==> src/rtl/rc5_key_scheduler.sv <==
// RC5 key-expansion sequencer: loads L, ramps S, runs the mixer,
// then hands the S table to the cipher core through one shared port.
module rc5_key_scheduler #(
    parameter int          W           = 32,
    parameter int          C           = 4,
    parameter int          T           = 26,
    parameter logic [31:0] P           = 32'hB7E15163,
    parameter logic [31:0] Q           = 32'h9E3779B9,
    parameter int          MIX_TIMEOUT = 1024,
    localparam int         SAW         = $clog2(T),
    localparam int         TW          = $clog2(MIX_TIMEOUT + 1)
) (
    input  logic           clk,
    input  logic           rst,
    input  logic           iKeyValid,
    input  logic [W-1:0]   iKeyWord,
    output logic           oKeyReady,
    output logic           oMixRst,
    output logic           oMixStart,
    input  logic           iMixDone,
    input  logic [SAW-1:0] iMixS_address,
    input  logic [W-1:0]   iMixS_data,
    input  logic [W-1:0]   iMixL_data,
    input  logic           iMixS_we,
    input  logic           iMixL_we,
    input  logic [1:0]     iMixL_address,
    output logic [SAW-1:0] oS_address,
    output logic [W-1:0]   oS_wdata,
    output logic           oS_we,
    output logic [1:0]     oL_address,
    output logic [W-1:0]   oL_wdata,
    output logic           oL_we,
    input  logic           iCipherReq,
    input  logic [SAW-1:0] iCipherAddr,
    output logic           oCipherGrant,
    output logic           oScheduleDone,
    output logic           oError
);

    typedef enum logic [2:0] {
        IDLE,
        LOAD_L,
        INIT_S,
        MIX_RST,
        MIX_START,
        MIX_WAIT,
        READY
    } state_t;

    state_t         state, stateN;
    logic [1:0]     kcnt, kcntN;
    logic [SAW-1:0] icnt, icntN;
    logic [W-1:0]   acc, accN;
    logic [TW-1:0]  tcnt, tcntN;
    logic           err, errN;

    always_ff @(posedge clk) begin
        if (rst) begin
            state <= IDLE;
            kcnt  <= '0;
            icnt  <= '0;
            acc   <= '0;
            tcnt  <= '0;
            err   <= 1'b0;
        end else begin
            state <= stateN;
            kcnt  <= kcntN;
            icnt  <= icntN;
            acc   <= accN;
            tcnt  <= tcntN;
            err   <= errN;
        end
    end

    // Port drive is suppressed while rst is high so a reset never leaks a write.
    always_comb begin
        stateN        = state;
        kcntN         = kcnt;
        icntN         = icnt;
        accN          = acc;
        tcntN         = tcnt;
        errN          = err;
        oKeyReady     = 1'b0;
        oMixStart     = 1'b0;
        oS_address    = '0;
        oS_wdata      = '0;
        oS_we         = 1'b0;
        oL_address    = '0;
        oL_wdata      = '0;
        oL_we         = 1'b0;
        oCipherGrant  = 1'b0;
        oScheduleDone = 1'b0;
        oError        = err;
        oMixRst       = rst || (state == MIX_RST);
        if (!rst) begin
            unique case (state)
                IDLE: begin
                    oKeyReady = 1'b1;
                    if (iKeyValid) begin
                        oL_we    = 1'b1;
                        oL_wdata = iKeyWord;
                        kcntN    = 2'd1;
                        errN     = 1'b0;
                        stateN   = LOAD_L;
                    end
                end
                LOAD_L: begin
                    oKeyReady = 1'b1;
                    if (iKeyValid) begin
                        oL_we      = 1'b1;
                        oL_address = kcnt;
                        oL_wdata   = iKeyWord;
                        kcntN      = kcnt + 2'd1;
                        if (kcnt == 2'(C - 1)) begin
                            icntN  = '0;
                            accN   = W'(P);
                            stateN = INIT_S;
                        end
                    end
                end
                INIT_S: begin
                    oS_we      = 1'b1;
                    oS_address = icnt;
                    oS_wdata   = acc;
                    accN       = acc + W'(Q);
                    icntN      = icnt + 1'b1;
                    if (icnt == SAW'(T - 1))
                        stateN = MIX_RST;
                end
                MIX_RST: stateN = MIX_START;
                MIX_START: begin
                    oMixStart = 1'b1;
                    tcntN     = '0;
                    stateN    = MIX_WAIT;
                end
                MIX_WAIT: begin
                    oS_address = iMixS_address;
                    oS_wdata   = iMixS_data;
                    oS_we      = iMixS_we;
                    oL_address = iMixL_address;
                    oL_wdata   = iMixL_data;
                    oL_we      = iMixL_we;
                    tcntN      = tcnt + 1'b1;
                    if (iMixDone) begin
                        stateN = READY;
                    end else if (tcnt == TW'(MIX_TIMEOUT - 1)) begin
                        errN   = 1'b1;
                        stateN = IDLE;
                    end
                end
                READY: begin
                    oScheduleDone = 1'b1;
                    oKeyReady     = 1'b1;
                    oS_address    = iCipherAddr;
                    if (iKeyValid) begin
                        oL_we    = 1'b1;
                        oL_wdata = iKeyWord;
                        kcntN    = 2'd1;
                        stateN   = LOAD_L;
                    end else begin
                        oCipherGrant = iCipherReq;
                    end
                end
                default: stateN = IDLE;
            endcase
        end
    end

endmodule

==> config.mk <==
export PLATFORM = sky130hd
export DESIGN_NAME = rc5_key_scheduler
export DESIGN_NICKNAME = d
export VERILOG_FILES = /design/src/rtl/rc5_key_scheduler.sv
export SDC_FILE = /design/constraint.sdc
export NUM_CORES = 1
export LEC_CHECK = 0
export CORE_UTILIZATION = 45
export DETAILED_ROUTE_END_ITERATION = 8
export PLACE_DENSITY = 0.88
export SYNTH_ARGS = -nofsm -noshare
export SYNTH_HDL_FRONTEND = slang
export SYNTH_SLANG_ARGS = --single-unit
==> constraint.sdc <==
create_clock -name clk -period 4.45 [get_ports clk]
set_clock_uncertainty 0.2 [all_clocks]
set_input_delay 0.89 -clock clk [delete_from_list [all_inputs] [get_ports clk]]
set_output_delay 0.89 -clock clk [all_outputs]
set_load 0.1 [all_outputs]
# After elaboration in Yosys (flattened, before gate mapping)
# Cells that the tools add are included.
# classes
add_sub_neg,4
n_eq_ne,17
n_mux,45
n_reduce_logical,12
# op_table
operator,n
$pmux 32 s2,3
$mux 32,5
$add 32x32->32 const B,1
$pmux 11 s2,1
$mux 3,6
$pmux 3 s6,1
$mux 1,15
$mux 5,3
$pmux 5 s3,1
$ne 2x2->1 const B,6
$add 11x1->11 const B,1
$eq 11x10->1 const B,1
$pmux 5 s2,1
$eq 3x3->1 const B,3
$mux 2,4
$pmux 2 s2,2
$reduce_bool 2->1,4
$eq 3x2->1 const B,2
$pmux 1 s2,3
$reduce_and 3->1,2
$add 5x1->5 const B,1
$eq 5x5->1 const B,1
$reduce_and 5->1,1
$reduce_and 4->1,1
other kinds (9),9
# word_totals
register_bits,54
input_bits,115
out_inout_bits,79

# Depth between registers and ports, before layout
# Gate-level depths: netlist of run 1.
# logic_depth
word_depth,4
mapped_depth,7
depth_no_buf,7

# Least setup slack after synthesis of run 1
# OpenSTA, ideal clock, no wires.
# synth_timing
path_kind,in2out
from,input rst
to,output oL_wdata[10]
arrival_ns,4.212
required_ns,3.360
setup_slack_ns,-0.852
path_stages,5
path_buffers,2
cell_sequence,clkbuf_1 > nor2_1 > nor2_1 > clkbuf_1 > nor2_1
# synth_between
elab_chain_len,1
# synth_rtl
item,line_no,source
start: declaration,14,"input logic rst,"
$mux 32,95,if (!rst) begin
end: declaration,31,"output logic [W-1:0] oL_wdata,"
# No other way between the ends.

# Final worst setup path of run 1
# layout_timing
from,register state[1]
to,output oL_wdata[2]
# layout_between
elab_chain_len,4
word_cells_on_any_way,7
# layout_rtl
item,line_no,source
start: declaration,50,"state_t state, stateN;"
start signal: assignment,66,state <= stateN;
"$eq 3x3->1, or another cell as far along",96,unique case (state)
$reduce_or 3->1 (no line),n/a,
$pmux 32 s2 (*),96,
$mux 32 (*),95,
# Every way passes the cells marked *; elsewhere a longest branch is shown, timed or not.

==> results.json, run 1 <==
{
  "netlist_top_cells_area": "dfxtp_1 27%, nor2_1 9.3%, a22oi_1 7.4%",
  "antenna_found_initial": 0,
  "min-delay-path-class": "reg2reg",
  "slew_viol_final": 0,
  "fin_crit_sh_pct": 93.9,
  "powerDensity_nw_per_um2": 165,
  "via_count": 4961,
  "outcome": "finished, final reports clean",
  "fmax_mhz": 239,
  "grt_max_degree": 46,
  "yosysTopAreaCellShare_pct": 27.4,
  "power.internal_uw": 759,
  "synth_most_common_cell": "nor2_1",
  "clockRootBuffer": "clkbuf_8",
  "syn_area_sq_um": 3950,
  "synthFlopType": "dfxtp_1",
  "setup_viol": 0,
  "cts_buffer_depth": 2,
  "ant_nets": 0,
  "die_x_microns": 95.6,
  "design.core.area_sq_um": 8340,
  "grt_pass1_vias": 4850,
  "insertion_delay_ps": 310,
  "cts.sinks": 54,
  "dieArea_sq_um": 9150,
  "dp.cells": 803,
  "path_clk_slew_ps": 100,
  "cp-start-kind": "flop",
  "instances_no_fill": 810,
  "htreeDepth": 2,
  "drc": 0,
  "syn_area_per_cell_sq_um": 7.35,
  "synth-edff-count": 0,
  "end_kind": "primary output",
  "synth_cell_type_count": 59,
  "cts_made_buffers": 5,
  "drv_cap": 0,
  "cts_tree": "built",
  "synth-seq-cells": 54,
  "drt-total-wl_mm": 14.7,
  "ctsHoldBuffers": 0,
  "overflow": 0,
  "ys_seq_area_share_pct": 27.4,
  "clkPwrFrac_pct": 24.3,
  "post_cts_buffers": 0,
  "nets": 825,
  "hold_ws_ps": 313,
  "synthCells": 537,
  "portBuffers": 193,
  "worst-path-max-fanout": 33,
  "tightest_slew_ps": 1260,
  "drt-wirelength-per-cell_microns": 18.2,
  "place_hpwl_mm": 11.5,
  "synth-warning-count": 0,
  "async_flop_share_pct": 0,
  "grt_pass1_wl_mm": 23.0,
  "syn-num-nets": 657,
  "cts_resized": 0,
  "initial_core_util_pct": 47.3,
  "ir_drop_uv": 120,
  "rows": 33,
  "drive_above_1_share_pct": 16.0,
  "power.leakage_uw": 0.00250,
  "switching_power_uw": 361,
  "max_slew_margin_pct": 16.0,
  "via_per_inst": 6.12,
  "worstPathRequired_ps": 3360,
  "p_comb_share_pct": 31.9,
  "final_hold_viol_count": 0,
  "drt_pass1_iterations": 5,
  "min_period_ps": 4180,
  "synth_top_area_cell": "dfxtp_1",
  "fp.dieH_microns": 95.6,
  "area_growth_pct": 72.4,
  "setup.worst_path.class": "reg2out",
  "track_usage_pct": 32.4,
  "seqPwrFrac_pct": 43.8,
  "p_sw_share_pct": 32.2,
  "drt_iter0_markers": 306,
  "netlist_top_cells_count": "98 x nor2_1, 54 x dfxtp_1, 47 x a21oi_1",
  "io_pins": 194,
  "gp_congestion": 0.906,
  "crit_arrival_ps": 3090,
  "diodes": 0,
  "rsz0062_at_grt": "false"
}
-- cell usage in the layout (no fill, tap or decap), types with 15 or more instances in the layout --
master           count
clkdlybuf4s50_1    115
nor2_1              92
buf_12              78
dfxtp_1             54
a21oi_1             47
a22oi_1             39
nand2_1             32
a22o_1              32
nor3_1              16
o21ai_0             15
or3_1               15
-- logic make-up after synthesis --
kind of cell	synth area share, %
xor gates and xnor gates	3.77
DFF	27.4
and+or+nand+nor	26.6
muxes	2.82
adders and majority gates	1.59
AOI/OAI and AO/OA	33.2
buffers and inverters	4.66
-- per-layer routing --
metal	GRT usage, %	share of wire [%]
met5	0	0
met3	7.18	8.9
met4	17.0	4.2
met2	60.2	52
met1	33.8	35
-- path summary, 6_finish.rpt --
check,start,cells after the start,endpoint,slack [ps]
max,state[1],6,oL_wdata[2],270
min,tcnt[1],2,tcnt[1],310
max reg2reg,state[1],5,acc[14],1830
min reg2reg,tcnt[1],2,tcnt[1],310
-- state kept, by name, indices dropped and copies added, names as in the netlist --
signal and flops:
acc 32, icnt 5, kcnt 2, oError 1
state 3, tcnt 11
-- metrics by stage --
step / total power [uW] / instance area, sq um / worst slack [ps] / utilization (%) / setup TNS [ps]
final: 1120 / 6800 / 273 / 81.6 / 0
after floorplan: 667 / 3950 / -317 / - / -9820
after global placement: 850 / 6720 / 551 / 80.6 / 0
after detailed placement: 857 / 6720 / 356 / 80.6 / 0
after global routing: 1160 / 6800 / 53.6 / 81.6 / 0
after CTS: 1120 / 6800 / 293 / 81.6 / 0
-- critical path: stages, from the launching register on --
cell,delay (ps)
dfxtp_1,620
nor2_1,130
a21oi_1,420
nor2_2,120
nor2_2,960
nor2_1,250
buf_12,250
-- power groups by stage --
stage / registers, uW / clock network (uW) / logic [uW]
after floorplan: 501 / 0 / 167
after global placement: 501 / 0 / 349
after detailed placement: 502 / 0 / 356
after CTS: 490 / 273 / 357
after global routing: 491 / 295 / 373
final: 490 / 272 / 357
-- layout make-up --
class | count | area [sq um]
fillers | 528 | 1540
multi-input cells | 435 | 2700
flip-flops and latches | 54 | 1080
well taps | 105 | 131
clock buffers | 5 | 68.8
clock inverters | 2 | 15.0
repair buffers | 202 | 2780
inverters | 7 | 26.3
Note: power is estimated with default switching activity, not from simulation.
==> run 2: changes to the inputs <==
--- a/config.mk
+++ b/config.mk
@@ -8,6 +8,7 @@
 export CORE_UTILIZATION = 45
 export DETAILED_ROUTE_END_ITERATION = 8
 export PLACE_DENSITY = 0.88
+export SLEW_MARGIN = 20
 export SYNTH_ARGS = -nofsm -noshare
 export SYNTH_HDL_FRONTEND = slang
 export SYNTH_SLANG_ARGS = --single-unit
==> run 2 against run 1 <==
Effect of this change: design area barely moved; first-iteration DRC count fell by 9.2%; clock power barely moved; critical path type is now in2out.
==> results.json, run 2 (same netlist as run 1, synthesis figures left out) <==
{
  "outcome": "finished, final reports clean",
  "drv_cap": 0,
  "crit_chain": "clkdlybuf4s50_1 -> buf_4 -> inv_1 -> and3_1 -> and3_1 -> buf_12",
  "cts_resized": 0,
  "via_per_inst": 6.18,
  "nets": 825,
  "grt_max_degree": 46,
  "drc": 0,
  "cts_tree": "built",
  "rsz0062_at_grt": "false",
  "insertion_delay_ps": 320,
  "pre_cts_ws_ps": 356,
  "ctsHoldBuffers": 0,
  "largest_register_ffs": 32,
  "diodes": 0,
  "drt_iter0_markers": 278,
  "cts_made_buffers": 5,
  "portBuffers": 193,
  "area_growth_pct": 72.6,
  "hold_ws_ps": 309,
  "final_hold_viol_count": 0,
  "ir_drop_uv": 120,
  "clockRootBuffer": "clkbuf_8",
  "top_regs": "acc (32), tcnt (11), icnt (5)",
  "track_usage_pct": 32.4,
  "htreeDepth": 2,
  "initial_core_util_pct": 47.3,
  "die_x_microns": 95.6,
  "path_clk_slew_ps": 100,
  "cp-start-kind": "input port",
  "min-delay-path-class": "reg2reg",
  "fmax_mhz": 256,
  "path_common_cell": "and3_1",
  "crit_arrival_ps": 2820,
  "finalPower_uw": 1120,
  "powerDensity_nw_per_um2": 165,
  "cpPeakStageDelay_ps": 550,
  "critPathSlowestCell": "clkdlybuf4s50_1",
  "drive_above_1_share_pct": 16.0,
  "antenna_found_initial": 0,
  "instances_no_fill": 810,
  "min_period_ps": 3910,
  "final_cell_mix": "115 x clkdlybuf4s50_1, 92 x nor2_1, 78 x buf_12",
  "setup_viol": 0,
  "cts.sinks": 54,
  "setup.worst_path.class": "in2out",
  "drt-wirelength-per-cell_microns": 18.2,
  "placed_cell_area_sq_um": 6720,
  "worst-path-max-fanout": 45,
  "fp.dieH_microns": 95.6,
  "dieArea_sq_um": 9150,
  "worst_slack_ps": 542,
  "tightest_slew_ps": 984,
  "place_hpwl_mm": 11.5,
  "end_kind": "primary output",
  "layout_commonest_cell": "clkdlybuf4s50_1",
  "fillers": 525,
  "grt_pass1_vias": 4850,
  "power.leakage_uw": 0.00250,
  "post_cts_buffers": 0,
  "ant_nets": 0,
  "max_slew_margin_pct": 34.2,
  "fin_area_sq_um": 6810,
  "drt_pass1_iterations": 6,
  "design.core.area_sq_um": 8340,
  "dp.cells": 803,
  "grt_pass1_wl_mm": 23.0,
  "via_count": 5009,
  "slew_viol_final": 0,
  "fin_crit_sh_pct": 87.8,
  "top_register": "acc",
  "overflow": 0,
  "cts_buffer_depth": 2,
  "worstPathRequired_ps": 3360,
  "io_pins": 194,
  "rows": 33,
  "drt-total-wl_mm": 14.7,
  "gp_congestion": 0.906
}
run 2: critical path, delay by kind of cell:
family	cells	cell delay (ps)
buf+inv	4	1410
simple gates	2	500
run 2: power breakdown:
group          switching [uW]  leakage, uW  internal [uW]
Sequential               3.66     0.000435            487
Combinational             193      0.00203            165
Clock                     166    0.0000362            108
run 2: layout make-up:
| class | instances | area (sq um) | share of cell area, % |
|---|---|---|---|
| sequential | 54 | 1080 | 15.9 |
| clock inverter | 2 | 15.0 | 0.221 |
| inverter | 7 | 26.3 | 0.386 |
| multi-input combinational | 435 | 2710 | 39.7 |
| clock buffer | 5 | 68.8 | 1.01 |
| tap | 105 | 131 | 1.93 |
| timing repair buffer | 202 | 2780 | 40.8 |
run 2: metal layers:
metal	wire length [microns]	share of wire, %	track usage, %	vias up
met3	1300	8.8	7.18	62
met2	7720	52	60.2	299
met4	670	4.6	17.0	0
met5	0	0	0	-
li1	-	-	-	2331
met1	5020	34	33.8	2317
run 2: worst paths after layout:
kind / depth (start not counted) / end / slack [ps] / from
max reg2reg: 5 / acc[24] / 1840 / state[1]
min reg2reg: 2 / tcnt[1] / 310 / tcnt[1]
min: 2 / tcnt[1] / 310 / tcnt[1]
max: 6 / oCipherGrant / 540 / rst
run 2: stage by stage:
step                utilization (%)  setup TNS [ps]
floorplan                         -           -9820
CTS                            81.6               0
global route                   81.6               0
detailed placement             80.6               0
finish                         81.6               0
global placement               80.6               0
==> run 3: changes to the inputs <==
--- a/config.mk
+++ b/config.mk
@@ -5,6 +5,7 @@
 export SDC_FILE = /design/constraint.sdc
 export NUM_CORES = 1
 export LEC_CHECK = 0
+export ABC_CLOCK_PERIOD_IN_PS = 4450
 export CORE_UTILIZATION = 45
 export DETAILED_ROUTE_END_ITERATION = 8
 export PLACE_DENSITY = 0.88
==> results of run 3 <==
The final DEF is identical to that of run 2; final timing and power are the same.
